<file path="src/rtl/cpu_pkg.sv">
// Shared CPU definitions: opcodes, ALU select indices,
// sequencer state encoding and control bundles.
package cpu_pkg;

  localparam logic [4:0] OP_ADD  = 5'h00;
  localparam logic [4:0] OP_SUB  = 5'h01;
  localparam logic [4:0] OP_AND  = 5'h02;
  localparam logic [4:0] OP_OR   = 5'h03;
  localparam logic [4:0] OP_SHR  = 5'h04;
  localparam logic [4:0] OP_SHL  = 5'h05;
  localparam logic [4:0] OP_ROR  = 5'h06;
  localparam logic [4:0] OP_ROL  = 5'h07;
  localparam logic [4:0] OP_MUL  = 5'h08;
  localparam logic [4:0] OP_DIV  = 5'h09;
  localparam logic [4:0] OP_NEG  = 5'h0A;
  localparam logic [4:0] OP_NOT  = 5'h0B;
  localparam logic [4:0] OP_MFHI = 5'h0C;
  localparam logic [4:0] OP_MFLO = 5'h0D;
  localparam logic [4:0] OP_NOP  = 5'h1E;
  localparam logic [4:0] OP_HALT = 5'h1F;

  localparam int ALU_W = 12;
  localparam int A_AND = 0;
  localparam int A_OR  = 1;
  localparam int A_ADD = 2;
  localparam int A_SUB = 3;
  localparam int A_MUL = 4;
  localparam int A_DIV = 5;
  localparam int A_SHR = 6;
  localparam int A_SHL = 7;
  localparam int A_ROR = 8;
  localparam int A_ROL = 9;
  localparam int A_NEG = 10;
  localparam int A_NOT = 11;

  typedef logic [ALU_W-1:0] alu_t;

  typedef enum logic [3:0] {
    S_IDLE, S_T0, S_T1, S_T2, S_T3,
    S_T4, S_T5, S_T6, S_HALT
  } state_t;

  typedef struct packed {
    logic is_alu;
    logic is_unary;
    logic is_muldiv;
    logic is_mfhi;
    logic is_mflo;
    logic is_nop;
    logic is_halt;
    logic is_illegal;
  } op_class_t;

  typedef struct packed {
    logic pcout, mdrout, zhiout, zlowout, hiout, loout;
    logic pcin, marin, mdrin, irin, yin, zin;
    logic hiin, loin, rin;
    logic gra, grb, grc, rout;
    logic incpc, read, run, illegal;
  } ctl_t;

endpackage

</file>
<file path="src/rtl/control_sequencer_if.sv">
// Sequencer-to-datapath bundle: instruction and memory
// status in, bus/load strobes and ALU select out.
interface control_sequencer_if;
  import cpu_pkg::*;

  logic [31:0] ir;
  logic memready;
  logic pcout, mdrout, zhiout, zlowout, hiout, loout;
  logic pcin, marin, mdrin, irin, yin, zin;
  logic hiin, loin, rin;
  logic gra, grb, grc, rout;
  logic incpc, read, run, illegal;
  alu_t alu;

  modport master (
    input  ir, memready,
    output pcout, mdrout, zhiout, zlowout, hiout, loout,
    output pcin, marin, mdrin, irin, yin, zin,
    output hiin, loin, rin, gra, grb, grc, rout,
    output incpc, read, run, illegal, alu
  );

  modport slave (
    output ir, memready,
    input  pcout, mdrout, zhiout, zlowout, hiout, loout,
    input  pcin, marin, mdrin, irin, yin, zin,
    input  hiin, loin, rin, gra, grb, grc, rout,
    input  incpc, read, run, illegal, alu
  );
endinterface

</file>
<file path="src/rtl/op_decode.sv">
// Opcode decode: one-hot ALU select plus class flags
// that steer the sequencer's execute phase.
module op_decode
  import cpu_pkg::*;
(
  input  logic [4:0] opcode,
  output alu_t       alu,
  output op_class_t  cls
);

  always_comb begin
    alu = '0;
    cls = '0;
    unique case (opcode)
      OP_ADD:  alu[A_ADD] = 1'b1;
      OP_SUB:  alu[A_SUB] = 1'b1;
      OP_AND:  alu[A_AND] = 1'b1;
      OP_OR:   alu[A_OR]  = 1'b1;
      OP_SHR:  alu[A_SHR] = 1'b1;
      OP_SHL:  alu[A_SHL] = 1'b1;
      OP_ROR:  alu[A_ROR] = 1'b1;
      OP_ROL:  alu[A_ROL] = 1'b1;
      OP_MUL:  alu[A_MUL] = 1'b1;
      OP_DIV:  alu[A_DIV] = 1'b1;
      OP_NEG:  alu[A_NEG] = 1'b1;
      OP_NOT:  alu[A_NOT] = 1'b1;
      OP_MFHI: cls.is_mfhi = 1'b1;
      OP_MFLO: cls.is_mflo = 1'b1;
      OP_NOP:  cls.is_nop = 1'b1;
      OP_HALT: cls.is_halt = 1'b1;
      default: cls.is_illegal = 1'b1;
    endcase
    cls.is_alu    = |alu;
    cls.is_unary  = alu[A_NEG] | alu[A_NOT];
    cls.is_muldiv = alu[A_MUL] | alu[A_DIV];
  end

endmodule

</file>
<file path="src/rtl/control_sequencer.sv">
// Multi-cycle control sequencer: fetch T0-T2, execute
// T3-T6, HALT parks until clear.
module control_sequencer
  import cpu_pkg::*;
(
  input  logic clock,
  input  logic clear,
  control_sequencer_if.master bus
);

  state_t    state, nxt;
  alu_t      alu_dec, alu;
  op_class_t cls;
  ctl_t      ctl;

  op_decode u_dec (
    .opcode (bus.ir[31:27]),
    .alu    (alu_dec),
    .cls    (cls)
  );

  always_ff @(posedge clock or posedge clear) begin
    if (clear) state <= S_IDLE;
    else       state <= nxt;
  end

  always_comb begin
    nxt = state;
    ctl = '0;
    alu = '0;
    ctl.run = 1'b1;
    case (state)
      S_IDLE: nxt = S_T0;
      S_T0: begin
        ctl.pcout = 1'b1;
        ctl.marin = 1'b1;
        ctl.incpc = 1'b1;
        nxt = S_T1;
      end
      S_T1: begin
        ctl.read  = 1'b1;
        ctl.mdrin = 1'b1;
        if (bus.memready) nxt = S_T2;
      end
      S_T2: begin
        ctl.mdrout = 1'b1;
        ctl.irin   = 1'b1;
        nxt = S_T3;
      end
      S_T3: begin
        nxt = S_T0;
        unique case (1'b1)
          cls.is_alu: begin
            ctl.grb  = 1'b1;
            ctl.rout = 1'b1;
            ctl.yin  = 1'b1;
            nxt = S_T4;
          end
          cls.is_mfhi: begin
            ctl.hiout = 1'b1;
            ctl.gra   = 1'b1;
            ctl.rin   = 1'b1;
          end
          cls.is_mflo: begin
            ctl.loout = 1'b1;
            ctl.gra   = 1'b1;
            ctl.rin   = 1'b1;
          end
          cls.is_halt:    nxt = S_HALT;
          cls.is_illegal: ctl.illegal = 1'b1;
          cls.is_nop:     nxt = S_T0;
          default:        nxt = S_T0;
        endcase
      end
      S_T4: begin
        // unary ops take their operand from rb, others from rc
        ctl.grb  = cls.is_unary;
        ctl.grc  = ~cls.is_unary;
        ctl.rout = 1'b1;
        ctl.zin  = 1'b1;
        alu = alu_dec;
        nxt = S_T5;
      end
      S_T5: begin
        ctl.zlowout = 1'b1;
        if (cls.is_muldiv) begin
          ctl.loin = 1'b1;
          nxt = S_T6;
        end else begin
          ctl.gra = 1'b1;
          ctl.rin = 1'b1;
          nxt = S_T0;
        end
      end
      S_T6: begin
        ctl.zhiout = 1'b1;
        ctl.hiin   = 1'b1;
        nxt = S_T0;
      end
      S_HALT: begin
        ctl.run = 1'b0;
        nxt = S_HALT;
      end
      default: begin
        ctl.run = 1'b0;
        nxt = S_IDLE;
      end
    endcase
    // clear silences every output without waiting for an edge
    if (clear) begin
      ctl = '0;
      alu = '0;
    end
  end

  assign bus.pcout   = ctl.pcout;
  assign bus.mdrout  = ctl.mdrout;
  assign bus.zhiout  = ctl.zhiout;
  assign bus.zlowout = ctl.zlowout;
  assign bus.hiout   = ctl.hiout;
  assign bus.loout   = ctl.loout;
  assign bus.pcin    = ctl.pcin;
  assign bus.marin   = ctl.marin;
  assign bus.mdrin   = ctl.mdrin;
  assign bus.irin    = ctl.irin;
  assign bus.yin     = ctl.yin;
  assign bus.zin     = ctl.zin;
  assign bus.hiin    = ctl.hiin;
  assign bus.loin    = ctl.loin;
  assign bus.rin     = ctl.rin;
  assign bus.gra     = ctl.gra;
  assign bus.grb     = ctl.grb;
  assign bus.grc     = ctl.grc;
  assign bus.rout    = ctl.rout;
  assign bus.incpc   = ctl.incpc;
  assign bus.read    = ctl.read;
  assign bus.run     = ctl.run;
  assign bus.illegal = ctl.illegal;
  assign bus.alu     = alu;

endmodule

</file>
<file path="src/flat_wrapper.sv">
// flat-port wrapper written by rule: the top's interface ports become plain ports
module control_sequencer_flat import cpu_pkg::*;
  (clock, clear, bus_ir, bus_memready, bus_pcout, bus_mdrout, bus_zhiout, bus_zlowout, bus_hiout, bus_loout, bus_pcin, bus_marin, bus_mdrin, bus_irin, bus_yin, bus_zin, bus_hiin, bus_loin, bus_rin, bus_gra, bus_grb, bus_grc, bus_rout, bus_incpc, bus_read, bus_run, bus_illegal, bus_alu);
  control_sequencer_if bus_i ();
  input  logic clock;
  input  logic clear;
  input wire logic [$bits(bus_i.ir)-1:0] bus_ir;
  input wire logic [$bits(bus_i.memready)-1:0] bus_memready;
  output wire logic [$bits(bus_i.pcout)-1:0] bus_pcout;
  output wire logic [$bits(bus_i.mdrout)-1:0] bus_mdrout;
  output wire logic [$bits(bus_i.zhiout)-1:0] bus_zhiout;
  output wire logic [$bits(bus_i.zlowout)-1:0] bus_zlowout;
  output wire logic [$bits(bus_i.hiout)-1:0] bus_hiout;
  output wire logic [$bits(bus_i.loout)-1:0] bus_loout;
  output wire logic [$bits(bus_i.pcin)-1:0] bus_pcin;
  output wire logic [$bits(bus_i.marin)-1:0] bus_marin;
  output wire logic [$bits(bus_i.mdrin)-1:0] bus_mdrin;
  output wire logic [$bits(bus_i.irin)-1:0] bus_irin;
  output wire logic [$bits(bus_i.yin)-1:0] bus_yin;
  output wire logic [$bits(bus_i.zin)-1:0] bus_zin;
  output wire logic [$bits(bus_i.hiin)-1:0] bus_hiin;
  output wire logic [$bits(bus_i.loin)-1:0] bus_loin;
  output wire logic [$bits(bus_i.rin)-1:0] bus_rin;
  output wire logic [$bits(bus_i.gra)-1:0] bus_gra;
  output wire logic [$bits(bus_i.grb)-1:0] bus_grb;
  output wire logic [$bits(bus_i.grc)-1:0] bus_grc;
  output wire logic [$bits(bus_i.rout)-1:0] bus_rout;
  output wire logic [$bits(bus_i.incpc)-1:0] bus_incpc;
  output wire logic [$bits(bus_i.read)-1:0] bus_read;
  output wire logic [$bits(bus_i.run)-1:0] bus_run;
  output wire logic [$bits(bus_i.illegal)-1:0] bus_illegal;
  output wire logic [$bits(bus_i.alu)-1:0] bus_alu;
  assign bus_i.ir = bus_ir;
  assign bus_i.memready = bus_memready;
  assign bus_pcout = bus_i.pcout;
  assign bus_mdrout = bus_i.mdrout;
  assign bus_zhiout = bus_i.zhiout;
  assign bus_zlowout = bus_i.zlowout;
  assign bus_hiout = bus_i.hiout;
  assign bus_loout = bus_i.loout;
  assign bus_pcin = bus_i.pcin;
  assign bus_marin = bus_i.marin;
  assign bus_mdrin = bus_i.mdrin;
  assign bus_irin = bus_i.irin;
  assign bus_yin = bus_i.yin;
  assign bus_zin = bus_i.zin;
  assign bus_hiin = bus_i.hiin;
  assign bus_loin = bus_i.loin;
  assign bus_rin = bus_i.rin;
  assign bus_gra = bus_i.gra;
  assign bus_grb = bus_i.grb;
  assign bus_grc = bus_i.grc;
  assign bus_rout = bus_i.rout;
  assign bus_incpc = bus_i.incpc;
  assign bus_read = bus_i.read;
  assign bus_run = bus_i.run;
  assign bus_illegal = bus_i.illegal;
  assign bus_alu = bus_i.alu;
  control_sequencer u_core (.clock(clock), .clear(clear), .bus(bus_i));
endmodule
</file>
<file path="config.mk">
export PLATFORM = sky130hd
export DESIGN_NAME = control_sequencer_flat
export DESIGN_NICKNAME = d
export VERILOG_FILES = /design/src/rtl/cpu_pkg.sv /design/src/rtl/control_sequencer_if.sv /design/src/rtl/op_decode.sv /design/src/rtl/control_sequencer.sv /design/src/flat_wrapper.sv
export SDC_FILE = /design/constraint.sdc
export NUM_CORES = 1
export LEC_CHECK = 0
export CAP_MARGIN = 20
export CORE_MARGIN = 2
export CORE_UTILIZATION = 30
export DETAILED_ROUTE_END_ITERATION = 8
export HOLD_SLACK_MARGIN = 0.08
export PLACE_DENSITY = 0.88
export SLEW_MARGIN = 10
export SYNTH_ARGS = -nofsm -noshare
export SYNTH_HDL_FRONTEND = slang
export SYNTH_HIERARCHICAL = 1
export SYNTH_SLANG_ARGS = --single-unit
</file>
<file path="constraint.sdc">
create_clock -name clock -period 3.1 [get_ports clock]
set_clock_uncertainty 0.2 [all_clocks]
set_input_delay 0.31 -clock clock [delete_from_list [all_inputs] [get_ports clock]]
set_output_delay 0.31 -clock clock [all_outputs]
set_load 0.02 [all_outputs]
</file>
Word level (Yosys, flattened, before mapping). Cells that the tools add are included.

Bits in registers: 4. Output and inout bits: 35. Input port bits: 35. Word-level logic and storage cells: 79.

Equality and inequality tests: 24. Muxes and demuxes: 44. Bitwise logic cells: 3. Reduce and logical (&&, ||, !) cells: 7.

Operator list (number): 4-bit case mux with 8 select lines (1); 1-bit 2-to-1 mux (31); 5-bit by 4-bit equality test with 1-bit output (second input constant) (6); 12-bit 2-to-1 mux (2); 23-bit 2-to-1 mux (1); 5-bit by 3-bit equality test with 1-bit output (second input constant) (4); 4-bit by 3-bit equality test with 1-bit output (second input constant) (4); 16-bit OR reduction (1); 12-bit OR reduction (1); 5-bit by 2-bit equality test with 1-bit output (second input constant) (2); 5-bit equality test (second input constant) (2); 4-bit by 2-bit equality test with 1-bit output (second input constant) (2); 4-bit case mux with 2 select lines (1); 8-bit OR reduction (1); 2-bit 2-to-1 mux (3); 5-bit by 1-bit equality test with 1-bit output (second input constant) (1); 5-bit zero test (1); 4-bit by 1-bit equality test with 1-bit output (second input constant) (1); 4-bit equality test (second input constant) (1); 4-bit zero test (1); 4-bit 2-to-1 mux (1); 1-bit case mux with 2 select lines (2); 2-bit case mux with 2 select lines (1); 2-bit OR reduction (2); other kinds (4) (5).

Logic depth before layout (Yosys ltp).
Word-level depth: 6. Gate-level depth with buffers: 7. Gate-level depth less buffers: 5.

By module. Netlist, hierarchy kept.

Modules (own cells, without submodules): control_sequencer (seq. area each 100.1 um^2, instances 1, cells each 67, area an instance 525.5 um^2); op_decode (seq. area each 0.0 um^2, instances 1, cells each 35, area an instance 202.7 um^2).

Worst setup path after synthesis. Ideal clock, no wire load.

Path kind: register to output. Start point: register u_core.state[3]. End point: output port bus_marin. Stages on the path, launching flop included: 4. Arrival time: 1.697 ns. Data required time: 2.590 ns. Setup slack: 0.893 ns. Path buffers: 1. Cells stage by stage: dfrtp_1 > or3b_4 > nor3_1 > buf_4.

Cells in the longest elaborated chain, start to end: 3.

Ends and longest elaborated chain: start: declaration (line control_sequencer.sv:11) `state_t state, nxt;`; start signal: assignment (line control_sequencer.sv:24) `else state <= nxt;`; 4-bit by 1-bit equality test with 1-bit output (line control_sequencer.sv:32) `case (state)`; 1-bit 2-to-1 mux (line control_sequencer.sv:32); 23-bit 2-to-1 mux (line control_sequencer.sv:110) `if (clear) begin`; end: declaration (line flat_wrapper.sv:16) `output wire logic [$bits(bus_i.marin)-1:0] bus_marin;`.

No other way between the ends.

Worst setup path in the final report.
Start point: register u_core.state[2]. End point: output port bus_loout.

Cells in the longest elaborated chain, start to end: 3.

Ends and longest elaborated chain: 4-bit by 3-bit equality test with 1-bit output (line control_sequencer.sv:32); 2-bit 2-to-1 mux (line control_sequencer.sv:32); 23-bit 2-to-1 mux (line control_sequencer.sv:110); end: declaration (line flat_wrapper.sv:14) `output wire logic [$bits(bus_i.loout)-1:0] bus_loout;`.

No other way between the ends.

==> results.ini <==
[worst_setup_path]
endpoint_kind = output pin
critPathBufInv = 1
r2r-start = u_core/state[2]
critPathKind = flip-flop to output pin
required_ns = 2.59
r2r_setup_slack_ns = 1.52
cp_cell_sequence = or2b_2, nor2b_1, and2_1, clkdlybuf4s50_1
slowest_stage = clkdlybuf4s50_1
slowest_delay_ns = 0.61
start_kind = flip-flop
worstPathMaxFanout = 10
critPathTopFamily = simple AND/OR/NAND/NOR gates
r2r_end = u_core/state[2]
reg2regPathDepth = 3
cp.arrival_ns = 2.27

[logic_synthesis]
syn_nets = 136
yosysWarningCount = 6
synthesis.instances = 101
avgSynthCellArea_um2 = 7.17
synth_area_um2 = 724

[grt]
gr-total-overflow = 0
antenna_found_initial = 0
grtUsageTotal_pct = 13.9
grt_pass1_vias = 721
grt_first_pass_wirelength_um = 2900
grt_max_degree = 16

[sta]
final-setup-viol-count = 0
drv_slew = 0
rsz0062_at_grt = false
period_needed_ns = 2.78
setup_tns_ns = 0
finalCritPeriodShare_pct = 89.5
hold_violations = 0
fin_hold_ws_ns = 0.156
fmax_mhz = 360

[clock_tree]
insertion_delay_ns = 0.23
postCtsResizedCells = 0
path_clk_slew_ns = 0.03
cts_setup_buffers = 0
cts_buffers = 3
h-tree-depth = 1
cts_tree = yes
postCtsHoldBufs = 0
numClockSinks = 4
clk_path_buf_depth = 2
cts-root-buf = clkbuf_4

[floorplan]
core_mm2 = 0.00225
die_x_um = 53.1
die_area_mm2 = 0.00282
io_pins = 70
row_count = 17
die_h_um = 53.1
start_util_pct = 32.1

[placement]
dp.cells = 160
gp_congestion = 0.901
io_buffers = 41
dp_hpwl_um = 1560

[final_layout]
largest_reg_flops = 4
reg_top3 = u_core/state x4
regMostFlops = u_core/state
fin_nets = 172
final_util_pct = 49.9
insertedDiodeCount = 0
drive_above_1_share_pct = 20.7
nFillCells = 243
fin_cells = 163
synthToLayoutAreaGrowth_pct = 55.3

[drt]
drtIter0Drc = 6
routedWlPerCell_um = 12.0
first_pass_iters = 4
wl_um = 1950
drcViolationCount = 0
detail-route-antenna-nets = 0
vias = 791
vias_per_cell = 4.85

[pwr]
irDropWorstVdd_mv = 0.229
power.total_mw = 0.466
p_leak_nw = 0.429
p_per_area_mw_per_mm2 = 414

[hold_path]
worstHoldPathType = primary input to async pin

[outcome]
outcome = complete, no violations

[job]
drv_cap = 0

[power breakdown]
part	leakage (nW)	switching (mW)	internal (mW)
sequential	0.0509	0.0425	0.0715
combinational	0.365	0.143	0.147
clock	0.0138	0.0179	0.0431
[cell type report]
cell class,count,area (um^2),area share (%)
Multi-Input combinational cell,81,515,45.8
Timing Repair Buffer,46,448,39.8
Sequential cell,4,100,8.90
Tap cell,28,35.0,3.11
Clock buffer,3,22.5,2.00
Inverter,1,3.75,0.334
[layout by cell type, fill, tap and decap left out, types with 2 or more instances in the layout]
cell type,instances
nand3b_1,3
clkdlybuf4s50_1,41
a21oi_1,2
nor2_1,13
and2_1,4
nand2_1,4
dfrtp_1,4
buf_4,5
clkbuf_4,3
or3b_4,2
nor2b_1,3
and2_2,12
and3_1,3
nand3_1,2
nor3_1,9
nor4_1,3
nand2b_1,5
[metrics by stage]
stage	worst slack (ns)	cell area, um^2
3_5_place_dp	0.349	1100
2_1_floorplan	0.893	724
5_1_grt	0.215	1120
6_report	0.324	1120
4_1_cts	0.332	1120
3_3_place_gp	0.380	1100
[worst max path at each step]
stage | start | endpoint | slack, ns | depth (start not counted)
floorplan | u_core/state[3] | bus_marin | 0.89 | 3
global placement | bus_ir[30] | bus_loin | 0.38 | 6
detailed placement | clear | bus_alu[8] | 0.35 | 5
CTS | u_core/state[2] | bus_hiout | 0.33 | 4
global route | u_core/state[2] | bus_illegal | 0.21 | 4
finish | u_core/state[2] | bus_loout | 0.32 | 4
[per-layer routing]
layer | global-route usage [%] | routed length [um] | vias up
li1 | - | - | 403
met1 | 16.4 | 868 | 360
met2 | 25.2 | 963 | 26
met3 | 2.82 | 110 | 2
met4 | 3.85 | 5 | 0
met5 | 0 | 0 | -
No activity file was read; power rests on OpenSTA's default activity.
